`src/rtl/cmd_frame_sender_pkg.sv`:
```
// Shared types and constants for the command frame sender.
// CMD_FRAME_CRLF_EN appends CR/LF after the trailer byte.
package cmd_frame_sender_pkg;

  typedef enum logic [2:0] {
    StIdle,
    StSend,
    StGuard,
    StWaitFree,
    StDone
  } state_e;

  localparam int unsigned DigitsDefault  = 8;
  localparam logic [7:0]  HdrCharDefault = 8'h68;
  localparam logic [7:0]  TrlCharDefault = 8'h67;
  localparam logic [7:0]  CrChar         = 8'h0D;
  localparam logic [7:0]  LfChar         = 8'h0A;

`ifdef CMD_FRAME_CRLF_EN
  localparam int unsigned FrameOverhead = 4;
`else
  localparam int unsigned FrameOverhead = 2;
`endif

  localparam int unsigned FrameLenDefault = DigitsDefault + FrameOverhead;

endpackage

```
`src/rtl/cmd_frame_sender_hex.sv`:
```
// Combinational nibble to uppercase ASCII hex encoder.
module hex_nibble_to_ascii (
  input  logic [3:0] nibble_i,
  output logic [7:0] ascii_o
);

  always_comb begin
    if (nibble_i < 4'd10) begin
      ascii_o = 8'h30 + {4'h0, nibble_i};
    end else begin
      // 'A' - 10 == 8'h37
      ascii_o = 8'h37 + {4'h0, nibble_i};
    end
  end

endmodule

```
`src/rtl/cmd_frame_sender.sv`:
```
// Serialises a value into 'h' + hex digits + 'g' over a byte UART handshake.
// Optional CMD_FRAME_CRLF_EN appends 8'h0D, 8'h0A before done.
module cmd_frame_sender
  import cmd_frame_sender_pkg::*;
#(
  parameter int unsigned DIGITS   = DigitsDefault,
  parameter logic [7:0]  HDR_CHAR = HdrCharDefault,
  parameter logic [7:0]  TRL_CHAR = TrlCharDefault
) (
  input  logic                  clk,
  input  logic                  rst,
  input  logic                  start,
  input  logic [4*DIGITS-1:0]   value,
  output logic                  busy,
  output logic                  done,
  output logic [7:0]            tx_data,
  output logic                  new_tx_data,
  input  logic                  tx_busy
);

  localparam int unsigned FrameLen = DIGITS + FrameOverhead;
  localparam int unsigned IdxW     = $clog2(FrameLen + 1);
  localparam int unsigned ValW     = 4 * DIGITS;

  state_e          state_q, state_d;
  logic [IdxW-1:0] idx_q, idx_d;
  logic [ValW-1:0] shreg_q, shreg_d;
  logic            busy_q, busy_d;
  logic            done_q, done_d;
  logic            new_q, new_d;
  logic [7:0]      tx_data_q, tx_data_d;

  logic [7:0]      hex_char;
  logic [7:0]      cur_byte;
  logic            is_digit;
  logic            last_sent;

  hex_nibble_to_ascii u_hex (
    .nibble_i (shreg_q[ValW-1 -: 4]),
    .ascii_o  (hex_char)
  );

  assign is_digit  = (idx_q != '0) && (idx_q <= IdxW'(DIGITS));
  assign last_sent = (idx_q == IdxW'(FrameLen));

  always_comb begin
    cur_byte = TRL_CHAR;
    if (idx_q == '0) begin
      cur_byte = HDR_CHAR;
    end else if (is_digit) begin
      cur_byte = hex_char;
    end else if (idx_q == IdxW'(DIGITS + 1)) begin
      cur_byte = TRL_CHAR;
`ifdef CMD_FRAME_CRLF_EN
    end else if (idx_q == IdxW'(DIGITS + 2)) begin
      cur_byte = CrChar;
    end else begin
      cur_byte = LfChar;
`endif
    end
  end

  always_ff @(posedge clk) begin
    if (rst) begin
      state_q   <= StIdle;
      idx_q     <= '0;
      shreg_q   <= '0;
      busy_q    <= 1'b0;
      done_q    <= 1'b0;
      new_q     <= 1'b0;
      tx_data_q <= 8'h00;
    end else begin
      state_q   <= state_d;
      idx_q     <= idx_d;
      shreg_q   <= shreg_d;
      busy_q    <= busy_d;
      done_q    <= done_d;
      new_q     <= new_d;
      tx_data_q <= tx_data_d;
    end
  end

  always_comb begin
    state_d = state_q;
    unique case (state_q)
      StIdle:     if (start) state_d = StSend;
      StSend:     if (!tx_busy) state_d = StGuard;
      // Covers the transmitter's one-cycle tx_busy rise latency
      StGuard:    state_d = StWaitFree;
      StWaitFree: if (!tx_busy) state_d = last_sent ? StDone : StSend;
      StDone:     state_d = StIdle;
      default:    state_d = StIdle;
    endcase
  end

  always_comb begin
    idx_d     = idx_q;
    shreg_d   = shreg_q;
    busy_d    = busy_q;
    done_d    = 1'b0;
    new_d     = 1'b0;
    tx_data_d = tx_data_q;
    unique case (state_q)
      StIdle: begin
        if (start) begin
          shreg_d = value;
          idx_d   = '0;
          busy_d  = 1'b1;
        end
      end
      StSend: begin
        if (!tx_busy) begin
          tx_data_d = cur_byte;
          new_d     = 1'b1;
          idx_d     = idx_q + IdxW'(1);
          if (is_digit) shreg_d = shreg_q << 4;
        end
      end
      StGuard: ;
      StWaitFree: begin
        if (!tx_busy && last_sent) done_d = 1'b1;
      end
      StDone: busy_d = 1'b0;
      default: ;
    endcase
  end

  assign busy        = busy_q;
  assign done        = done_q;
  assign new_tx_data = new_q;
  assign tx_data     = tx_data_q;

endmodule

```
`config.mk`:
```
export PLATFORM = sky130hd
export DESIGN_NAME = cmd_frame_sender
export DESIGN_NICKNAME = d
export VERILOG_FILES = /design/src/rtl/cmd_frame_sender_pkg.sv /design/src/rtl/cmd_frame_sender_hex.sv /design/src/rtl/cmd_frame_sender.sv
export SDC_FILE = /design/constraint.sdc
export NUM_CORES = 1
export LEC_CHECK = 0
export CAP_MARGIN = 20
export CORE_MARGIN = 2
export CORE_UTILIZATION = 34
export CTS_CLUSTER_SIZE = 16
export DETAILED_ROUTE_END_ITERATION = 10
export DONT_BUFFER_PORTS = 1
export PLACE_DENSITY = 0.51
export SETUP_SLACK_MARGIN = 0.02
export SKIP_CTS_REPAIR_TIMING = 1
export SLEW_MARGIN = 20
export SYNTH_ARGS = -nofsm -noshare
export SYNTH_HDL_FRONTEND = slang
export SYNTH_SLANG_ARGS = --single-unit
```
`constraint.sdc`:
```
create_clock -name clk -period 1.8 [get_ports clk]
set_input_delay 0.36 -clock clk [delete_from_list [all_inputs] [get_ports clk]]
set_output_delay 0.36 -clock clk [all_outputs]
set_load 0.02 [all_outputs]
```
# --- Word level (Yosys, flattened, before mapping) ---
# Index checks and enable logic that the tools add are counted.
totals:
  output_inout_bits: 11
  register_bits: 50
  inputBits: 36
  wordCells: 58
classes:
  eq_ne: 9
  n_reduce_logical: 15
  muxes: 19
  add_sub_neg: 3
  bitwise_logic: 3
  magnitude_cmp: 2
op_table:
  columns: ["cell", "count"]
  rows:
  - ["$mux W32", 3]
  - ["$pmux W32 S2", 1]
  - ["$mux W8", 3]
  - ["$add A6 B4 Y7 const A", 2]
  - ["$mux W3", 4]
  - ["$pmux W3 S4", 1]
  - ["$mux W4", 2]
  - ["$ne A2 B2 Y1 const B", 4]
  - ["$pmux W4 S2", 1]
  - ["$eq A3 B2 Y1 const B", 2]
  - ["$reduce_and A3 Y1", 2]
  - ["$add A4 B1 Y4 const B", 1]
  - ["$eq A4 B4 Y1 const B", 1]
  - ["$le A4 B4 Y1 const B", 1]
  - ["$logic_not A4 Y1", 1]
  - ["$lt A4 B4 Y1 const B", 1]
  - ["$reduce_and A2 Y1", 2]
  - ["$reduce_and A4 Y1", 1]
  - ["$reduce_bool A2 Y1", 2]
  - ["$reduce_bool A4 Y1", 1]
  - ["$reduce_or A2 Y1", 2]
  - ["$eq A3 B1 Y1 const B", 1]
  - ["$eq A3 B3 Y1 const B", 1]
  - ["$logic_not A3 Y1", 1]
  - ["5 further kinds", 10]

# --- Logic depth before layout (Yosys ltp) ---
depth:
  word_depth: 5
  ltp_mapped: 8
  mapped_depth_nobuf: 6

# --- Hierarchy ---
# Synthesis repeated with hierarchy kept, for this count alone.
unflattened:
  cells_unflattened: 293
  hier_area_um2: 2571.2
by_module_without_submodules:
  columns: ["mod", "area_each_um2", "cells_per_inst", "instances"]
  rows:
  - ["cmd_frame_sender", 2466.1, 277, 1]
  - ["hex_nibble_to_ascii", 105.1, 16, 1]

# --- Worst setup path before layout ---
# OpenSTA, ideal clock, no wires.
synth_path:
  path_kind: "register to register"
  startpoint: "register idx_q[0]"
  endpoint: "register shreg_q[12]"
  n_path_buf: 2
  path_stages_with_launch: 9
  synth_period_minus_slack_ns: 1.662
  slack_ns: 0.138
  t_arrival_ns: 1.516
  setup_ns: 0.146
  path_cell_list: "dfxtp_1 -> inv_1 -> ha_1 -> nand2b_4 -> buf_8 -> xnor2_4 -> o21ai_4 -> buf_12 -> a211oi_2"
synth_between:
  elab_chain_cells: 4
  elab_cells_between_ends: 5
  classes_between: "order compare: 1; eq/ne: 1; reduce/logical: 3"
synth_rtl:
  columns: ["item", "line_no", "rtl"]
  rows:
  - ["from (decl)", "cmd_frame_sender.sv:26", "logic [IdxW-1:0] idx_q, idx_d;"]
  - ["from (signal assigned)", "cmd_frame_sender.sv:74", "idx_q <= idx_d;"]
  - ["$le A4 B4 Y1 or $reduce_bool A4 Y1 (tied branches)", "cmd_frame_sender.sv:43", "assign is_digit = (idx_q != '0) && (idx_q <= IdxW'(DIGITS));"]
  - ["$logic_and A1 B1 Y1 *", "cmd_frame_sender.sv:43", null]
  - ["$ne A2 B2 Y1 (no line) *", null, null]
  - ["$reduce_and A4 Y1 (no line) *", null, null]
  - ["to (signal assigned)", "cmd_frame_sender.sv:75", "shreg_q <= shreg_d;"]
  - ["to (decl)", "cmd_frame_sender.sv:27", "logic [ValW-1:0] shreg_q, shreg_d;"]
# Every way passes the cells marked *; elsewhere a longest branch is shown, timed or not.
# A chain may end at the register's enable or synchronous reset.

# --- Final worst setup path ---
layout_path:
  startpoint: "register idx_q[0]"
  endpoint: "register shreg_q[7]"
# Same word-level chain as after synthesis.

==> impl_metrics.toml <==
[sta]
rsz_0062_raised_after_global_routing = "no"
maxClockFrequency_mhz = 606
setup-tns-final_ns = 0
final_min_period_over_clock_period_pct = 91.7
timing.final.hold_violations = 0
setup_viol = 0
hold_slack_ns = 0.109
maxSlewViolCount = 0
min_period_ns = 1.65
clock_skew_ns = 0.0119

[yosys]
top_cells_by_area_synth = "sky130_fd_sc_hd__dfxtp_1, sky130_fd_sc_hd__a211oi_2, sky130_fd_sc_hd__mux2i_1"
synth_top_family_by_area = "compound AO/OA/AOI/OAI gates"
syn-cell-area_um2 = 2650
post_syn_instances = 253
synthesis.area_per_instance_um2 = 10.5
synth_seq_area_share_pct = 37.0
synthXorXnorAreaFrac_pct = 3.02
synth_edf_count = 0
postSynthRegisterBits = 49
post_synth_mux_area_share_pct = 10.6
synth_top_cells_by_count = "sky130_fd_sc_hd__dfxtp_1, sky130_fd_sc_hd__a211oi_1, sky130_fd_sc_hd__a211oi_2, sky130_fd_sc_hd__mux2i_1"
synth_compound_gate_area_share_pct = 28.9
synth_cell_types = 39
yosys.area_share.adder_pct = 2.26
synth_area_leader_cell = "sky130_fd_sc_hd__dfxtp_1"
synth_area_in_simple_gates_pct = 9.10
post-synth-top-area-fraction_pct = 37.0
synthesis.nets = 293
postSynth.asyncResetShare_pct = 0
post-synth-top-count-cell = "sky130_fd_sc_hd__dfxtp_1"
yosys_most_used_dff = "sky130_fd_sc_hd__dfxtp_1"
warnings_synthesis = 0

[route]
detailedRoute.firstIterationViolations = 111
postRouteWirelength_um = 5760
drt-pass1-iter-count = 4
detail_route.vias_per_cell = 5.29
via_count = 1831
wl_per_cell_um = 16.6
drcViolationCount = 0
routed_antenna_nets = 0

[clock_network]
cts_buffers = 5
clkSinkCount = 49
worstSkewPairLatency_ns = 0.30
root_buffer_master = "sky130_fd_sc_hd__clkbuf_8"
ctsHtreeMaxLevel = 2
tritoncts = "yes"
cts.path.max_buffers = 2
clkSlewWorstSetupHoldPaths_ns = 0.09

[die]
core_um2 = 7650
core.rowCount = 32
ios = 47
chipHeight_um = 92.3
die_x_um = 92.3
die_area_um2 = 8530
initial_utilization_pct = 34.7

[placed_design]
hpwl_um = 3810
place_congestion = 0.750
number_of_port_buffers = 0

[run]
drv_cap = 0

[pwr]
total_power_per_unit_cell_area_nw_per_um2 = 880
leakage_power_figure_nw = 0.889
max-vdd-ir-drop_mv = 0.362

[finish]
design.final.nets = 285
sequential_cell_area_um2 = 981
n_fill_cell = 761
drive_gt1_share_pct = 22.1
num_antenna_cells = 0
flow.area_growth_from_synthesis_pct = 4.48
area_occupied_by_multi_input_gates_um2 = 1450

[setup_path]
path_delay_family = "compound AO/OA/AOI/OAI gates"
worst_path_max_delay_cell = "sky130_fd_sc_hd__dfxtp_1"
timing.setup.critical_path_class = "register to register"
critPathBufInv = 2
critPathMaxStageDelay_ns = 0.40
worst_ep_arrival_time_ns = 1.83
worst_path_cell_chain = "inv_1 > ha_1 > nand2b_4 > xnor2_2 > buf_4 > a211oi_1 > a211oi_2"
worst_setup_path_start_kind = "register"
path_max_fanout = 14
worstPathRequired_ns = 1.98
end_kind = "register"

[global_routing]
global_route_wire_length_before_repair_um = 9630
via_count_of_the_first_global_routing_pass = 1875
gr-usage-all-layers_pct = 14.1
pin_count_of_the_biggest_net_entering_global_routing = 45
grt_antenna_before_repair = 0
grt-ovfl-total = 0

[status]
outcome = "completed"

[hold_path]
timing.hold.worst.class = "primary input to register"
-- sequential cells by signal, indices dropped and copies added (netlist names) --
name / cells
shreg_q: 32
done: 1
new_tx_data: 1
state_q: 3
idx_q: 4
tx_data: 7
busy: 1
-- cell families (layout without fill, tap and decap cells) --
family / after synthesis / count (layout)
buf+inv: 32 / 23
other cells: 1 / 1
flops: 49 / 49
fa+ha+maj: 5 / 5
simple gates: 44 / 44
mux: 28 / 28
compound gates: 87 / 87
xor+xnor: 7 / 7
-- power breakdown --
group / switching (mW) / internal [mW] / leakage [nW]
clock: 0.351 / 0.257 / 0.0399
combinational: 0.298 / 0.255 / 0.446
sequential: 0.0957 / 1.18 / 0.403
-- layer usage --
metal | track usage (%) | wire length [µm]
met5 | 0 | 0
met4 | 5.35 | 134
met3 | 4.48 | 348
met2 | 22.3 | 2540
met1 | 17.9 | 2740
-- final cells by class --
type / instances / share of cell area, %
Multi-Input combinational cell: 172 / 52.2
Sequential cell: 49 / 35.4
Tap cell: 102 / 4.60
Timing Repair Buffer: 11 / 4.33
Clock buffer: 5 / 2.48
Inverter: 6 / 0.812
Clock inverter: 1 / 0.181
-- metrics by stage --
step | std cells | power (mW) | setup slack, ns | cell area [µm²] | util, %
floorplan | 253 | 1.80 | 0.138 | 2650 | -
global placement | 340 | 1.86 | 0.229 | 2700 | 35.3
detailed placement | 340 | 1.86 | 0.204 | 2700 | 35.3
CTS | 346 | 2.47 | 0.169 | 2770 | 36.3
global route | 346 | 2.58 | 0.0441 | 2770 | 36.3
finish | 346 | 2.44 | 0.150 | 2770 | 36.3
-- path summary, 6_finish.rpt --
| kind | start | to | slack, ns | cells past startpoint |
|---|---|---|---|---|
| setup / recovery | idx_q[0]$_SDFFE_PP0P_ | shreg_q[7]$_SDFFE_PP0P_ | 0.15 | 7 |
| hold / removal | rst | shreg_q[27]$_SDFFE_PP0P_ | 0.11 | 1 |
| setup reg to reg | idx_q[0]$_SDFFE_PP0P_ | shreg_q[7]$_SDFFE_PP0P_ | 0.15 | 7 |
| hold reg to reg | shreg_q[3]$_SDFFE_PP0P_ | shreg_q[3]$_SDFFE_PP0P_ | 0.50 | 2 |
-- layout by cell type, fill, tap and decap left out --
master and instances:
sky130_fd_sc_hd__a311oi_2 1, sky130_fd_sc_hd__nand4_1 1, sky130_fd_sc_hd__mux2i_1 28, sky130_fd_sc_hd__xnor2_1 4
sky130_fd_sc_hd__maj3_1 1, sky130_fd_sc_hd__nand3b_1 2, sky130_fd_sc_hd__nor2_2 1, sky130_fd_sc_hd__a311oi_1 1
sky130_fd_sc_hd__buf_12 3, sky130_fd_sc_hd__clkbuf_8 5, sky130_fd_sc_hd__xnor2_4 1, sky130_fd_sc_hd__clkinv_2 1
sky130_fd_sc_hd__o31ai_1 2, sky130_fd_sc_hd__a211oi_1 32, sky130_fd_sc_hd__nor2_1 13, sky130_fd_sc_hd__nand2_1 12
sky130_fd_sc_hd__xor2_1 1, sky130_fd_sc_hd__xnor2_2 1, sky130_fd_sc_hd__o21ai_1 1, sky130_fd_sc_hd__ha_1 4
sky130_fd_sc_hd__o211ai_1 4, sky130_fd_sc_hd__a21oi_1 13, sky130_fd_sc_hd__dfxtp_1 49, sky130_fd_sc_hd__inv_1 6
sky130_fd_sc_hd__o21ai_0 4, sky130_fd_sc_hd__nand3_1 1, sky130_fd_sc_hd__buf_4 8, sky130_fd_sc_hd__a211oi_2 28
sky130_fd_sc_hd__and2b_1 1, sky130_fd_sc_hd__nand2b_4 1, sky130_fd_sc_hd__or2_2 1, sky130_fd_sc_hd__and2_1 2
sky130_fd_sc_hd__nor3_1 6, sky130_fd_sc_hd__nor2b_1 1, sky130_fd_sc_hd__conb_1 1, sky130_fd_sc_hd__nor4b_4 2
sky130_fd_sc_hd__o21ai_4 1
(Power assumes the default switching activity.)
